[src/rtl/serial_pkg.sv]
// Shared definitions for the serial link: receiver state encoding and the
// default frame geometry used by both the transmit and receive ends.
package serial_pkg;

    localparam int DEFAULT_CLKS_PER_BIT = 4;
    localparam int DEFAULT_WIDTH        = 8;

    typedef enum logic [2:0] {
        IDLE  = 3'd0,
        START = 3'd1,
        DATA  = 3'd2,
        PAR   = 3'd3,
        STOP  = 3'd4
    } rx_state_t;

endpackage

[src/rtl/bit_timer.sv]
// Mod-CLKS_PER_BIT bit-period counter with synchronous clear; flags the
// mid-bit point (half) and the end of each bit period (full).
module bit_timer #(
    parameter int CLKS_PER_BIT = 4
) (
    input  logic clk,
    input  logic rst,
    input  logic clear,
    output logic half,
    output logic full
);

    localparam int CW = $clog2(CLKS_PER_BIT);

    logic [CW-1:0] cnt;

    always_ff @(posedge clk) begin
        if (rst || clear) begin
            cnt <= '0;
        end else if (cnt == CW'(CLKS_PER_BIT - 1)) begin
            cnt <= '0;
        end else begin
            cnt <= cnt + CW'(1);
        end
    end

    assign half = (cnt == CW'(CLKS_PER_BIT / 2 - 1));
    assign full = (cnt == CW'(CLKS_PER_BIT - 1));

endmodule

[src/rtl/serial_rx.sv]
// Framed serial receiver: start-bit qualification, mid-bit sampling of
// LSB-first data, optional even parity and stop-bit check.
module serial_rx
    import serial_pkg::*;
#(
    parameter int WIDTH        = DEFAULT_WIDTH,
    parameter int CLKS_PER_BIT = DEFAULT_CLKS_PER_BIT,
    parameter int PARITY       = 1
) (
    input  logic             CLK,
    input  logic             RST,
    input  logic             SIN,
    output logic [WIDTH-1:0] DOUT,
    output logic             VALID,
    output logic             PAR_ERR,
    output logic             FRAME_ERR,
    output logic             BUSY
);

    rx_state_t        state;
    logic [4:0]       bit_cnt;
    logic [WIDTH-1:0] shreg;
    logic             par_bit;
    logic             half;
    logic             full;
    logic             timer_clear;

    // Timer is held at zero while idle so t0 starts a fresh count; it is
    // re-zeroed at the start-bit midpoint so later samples land mid-bit.
    assign timer_clear = (state == IDLE) || ((state == START) && half);

    bit_timer #(
        .CLKS_PER_BIT(CLKS_PER_BIT)
    ) timer (
        .clk  (CLK),
        .rst  (RST),
        .clear(timer_clear),
        .half (half),
        .full (full)
    );

    always_ff @(posedge CLK) begin
        if (RST) begin
            state     <= IDLE;
            bit_cnt   <= '0;
            shreg     <= '0;
            par_bit   <= 1'b0;
            DOUT      <= '0;
            VALID     <= 1'b0;
            PAR_ERR   <= 1'b0;
            FRAME_ERR <= 1'b0;
            BUSY      <= 1'b0;
        end else begin
            VALID <= 1'b0;
            case (state)
                IDLE: begin
                    if (!SIN) begin
                        state <= START;
                        BUSY  <= 1'b1;
                    end
                end
                START: begin
                    if (half) begin
                        if (SIN) begin
                            state <= IDLE;
                            BUSY  <= 1'b0;
                        end else begin
                            state   <= DATA;
                            bit_cnt <= '0;
                        end
                    end
                end
                DATA: begin
                    if (full) begin
                        shreg <= (shreg >> 1) | (WIDTH'(SIN) << (WIDTH - 1));
                        if (bit_cnt == 5'(WIDTH - 1)) begin
                            state <= (PARITY != 0) ? PAR : STOP;
                        end else begin
                            bit_cnt <= bit_cnt + 5'd1;
                        end
                    end
                end
                PAR: begin
                    if (full) begin
                        par_bit <= SIN;
                        state   <= STOP;
                    end
                end
                STOP: begin
                    if (full) begin
                        DOUT      <= shreg;
                        PAR_ERR   <= (PARITY != 0) && ((^shreg) ^ par_bit);
                        FRAME_ERR <= !SIN;
                        VALID     <= 1'b1;
                        state     <= IDLE;
                        BUSY      <= 1'b0;
                    end
                end
                default: begin
                    state <= IDLE;
                    BUSY  <= 1'b0;
                end
            endcase
        end
    end

endmodule

[config.mk]
export PLATFORM = sky130hd
export DESIGN_NAME = serial_rx
export DESIGN_NICKNAME = d
export VERILOG_FILES = /design/src/rtl/serial_pkg.sv /design/src/rtl/bit_timer.sv /design/src/rtl/serial_rx.sv
export SDC_FILE = /design/constraint.sdc
export NUM_CORES = 1
export LEC_CHECK = 0
export ABC_AREA = 1
export BUFFER_PORTS_ARGS = -buffer_cell sky130_fd_sc_hd__buf_2
export CORE_MARGIN = 4
export CORE_UTILIZATION = 54
export CTS_BUF_LIST = sky130_fd_sc_hd__clkbuf_2 sky130_fd_sc_hd__clkbuf_4 sky130_fd_sc_hd__clkbuf_8
export DETAILED_ROUTE_END_ITERATION = 12
export HOLD_SLACK_MARGIN = 0.1
export PLACE_DENSITY_LB_ADDON = 0.25
export SLEW_MARGIN = 5
export SYNTH_ARGS = -nofsm -noshare
export SYNTH_HDL_FRONTEND = slang
export SYNTH_HIERARCHICAL = 1
export SYNTH_SLANG_ARGS = --single-unit
[constraint.sdc]
create_clock -name CLK -period 1.3 [get_ports CLK]
set_input_delay 0.065 -clock CLK [delete_from_list [all_inputs] [get_ports CLK]]
set_output_delay 0.065 -clock CLK [all_outputs]
set_load 0.02 [all_outputs]
==> impl_metrics.ini <==
[route]
drc = 0
routed_wl_um = 3837
vias_per_cell = 5.327
wl_per_cell_um = 13.65
drtAntennaViolNets = 0
drt_iter0_drc = 119
drtPass1Iterations = 5
via_count = 1497

[cells_and_area]
final_cell_mix = nand2_1, nor2_1, dfxtp_1, inv_1, buf_4
diodes = 0
mostFrequentLayoutCell = nand2_1
fin_nets = 256
area_growth_pct = 35.45
drive_above_1_share_pct = 35.86

[cts]
cts_tree = built
clk_pin_slew_ns = 0.11
insertion_delay_ns = 0.34
cts_inserted_buffers = 5
cts_num_sinks = 31
clockBufferDepth = 2
cts_max_level = 2
clockRootBuffer = clkbuf_4

[power_and_ir_drop]
irDropWorstVdd_mv = 1.301
finalPower_uw = 3080
p_leak_uw = 0.0009262
powerDensity_nw_per_um2 = 1519

[die]
dieWidth_um = 60.64
start_util_pct = 58.28
ios = 15
die_y_um = 60.64
die-area_um2 = 3677
fp.coreArea_um2 = 2567
rows = 18

[global_route]
grt_pass1_vias = 1416
grt_pass1_wl_um = 5789
antenna_found_initial = 0
grt_max_degree = 16
overflow = 0
grt_use_total_pct = 21.47

[sta]
final.setup_skew_ns = 0.01522
slew_violations = 0
setup_slack_ns = -0.05639
max-slew-margin-rel_pct = 81.42
fmaxAchievable_mhz = 737.3
hold_ws_ns = 0.4573
worstMarginPinSlew_ns = 0.2784
hold_violations = 0
fin_crit_ns = 1.356
post-route-period-util_pct = 104.3
rsz0062_at_grt = yes
finalSetupViolCount = 4

[placement]
gp_congestion = 0.9390
hpwl_um = 2402
portBuffers = 14

[run]
cap_violations = 0

[logic_synthesis]
ys_warn_count = 6
syn_area_um2 = 1496
synthAdderAreaFrac_pct = 2.508
ys_seq_area_share_pct = 41.47
synth_compound_area_share_pct = 16.97
synthXorXnorAreaFrac_pct = 2.341
synth_mux_area_share_pct = 0
synth_top_family_by_area = simple AND/OR/NAND/NOR gates
synth.avg_cell_area_um2 = 7.194
yosys.area_share.simple_pct = 28.34
ys_seq_elements = 31
synth.distinct_cells = 28
postSynthCellCount = 208
synth_fp_nets = 214

[critical_path]
crit_arrival_ns = 1.64
worstSetupPathType = reg2reg
required_ns = 1.58
path_max_fanout = 5
worstSetupStartpointType = flop
end_kind = flop
reg2reg_slack_ns = -0.06

[outcome]
violations = setup timing
status = complete, but fails checks

[min_path]
min_path_type = reg2reg
-- where the power goes --
part / switching, uW / total, uW / internal [uW] / leakage, uW
sequential: 88.2 / 1140 / 1060 / 0.000255
combinational: 736 / 1270 / 533 / 0.000634
clock: 351 / 667 / 316 / 0.0000375
-- metal layers --
layer	part of all wire [%]	wire length, um	vias to the layer above	global-route usage [%]
met5	0	0	-	0
met4	2.1	80	0	10.84
met3	5.2	199	9	7.447
met2	53	2017	37	37.56
met1	40	1540	697	22.76
li1	-	-	754	-
-- per-stage QoR --
step / setup TNS, ns / cell area [um^2] / util, % / instances / setup WS [ns]
final: -0.07847 / 2027 / 78.95 / 281 / -0.05639
after CTS: 0 / 1906 / 74.22 / 278 / 0.0005297
after global routing: -0.9580 / 2027 / 78.95 / 281 / -0.1379
after global placement: -0.01450 / 1775 / 69.15 / 268 / -0.01258
after floorplan: 0 / 1509 / - / 208 / 0.01953
after detailed placement: -0.3857 / 1775 / 69.15 / 268 / -0.06800
-- cell usage after synthesis (all sizes together) --
cell,n,area (um^2)
xor2,2,17.52
clkbuf,3,11.26
inv,27,101.4
nor2,31,140.1
o21a,1,7.510
o21ai,22,117.6
nor3,3,20.02
xnor2,2,17.52
nand2,41,168.9
ha,3,37.54
dfxtp,31,620.6
a211oi,1,7.510
buf,2,12.51
a21oi,22,121.4
nand3,14,75.07
nand4,2,12.51
nor3b,1,7.510
-- worst paths after layout --
kind                     start           end  depth (start not counted)
setup / recovery      state[2]    bit_cnt[1]                          8
hold / removal    timer/cnt[0]  timer/cnt[0]                          1
setup reg to reg      state[2]    bit_cnt[1]                          8
hold reg to reg   timer/cnt[0]  timer/cnt[0]                          1
-- sequential cells by signal, summed over array words and instances (netlist names) --
signal and cells:
PAR_ERR 1, timer/cnt 2, FRAME_ERR 1, par_bit 1, bit_cnt 5, state 3, DOUT 8, VALID 1
shreg 8, BUSY 1
-- worst max-delay path, cell delays in order (launching register included) --
cell and delay [ns]:
dfxtp_4 0.38, inv_4 0.07, nand2_4 0.07, nor2_8 0.14, buf_6 0.12, o21ai_4 0.07
a21oi_4 0.19, nand3_2 0.12, a21oi_2 0.15
-- cell type report --
| type | count | area, um^2 |
|---|---|---|
| multi-input cells | 145 | 868.3 |
| repair buffers | 40 | 299.0 |
| clock buffers | 7 | 65.06 |
| clock inverters | 1 | 7.507 |
| flip-flops and latches | 31 | 638.1 |
| fillers | 160 | 540.5 |
| inverters | 27 | 111.4 |
| well taps | 30 | 37.54 |
-- cell families after synthesis --
| kind of cell | after synthesis |
|---|---|
| fa+ha+maj | 3 |
| compound gates | 46 |
| xor+xnor | 4 |
| simple gates | 92 |
| flops | 31 |
| buf+inv | 32 |
-- repair_timing --
item                                    CTS  global route
buffers inserted                          0             3
hold endpoints to repair                 11             0
pin swaps                                 2            12
hold buffers                              2             0
gates resized for setup                  14            33
endpoints found under the setup margin   15            18
(Power assumes the default switching activity.)
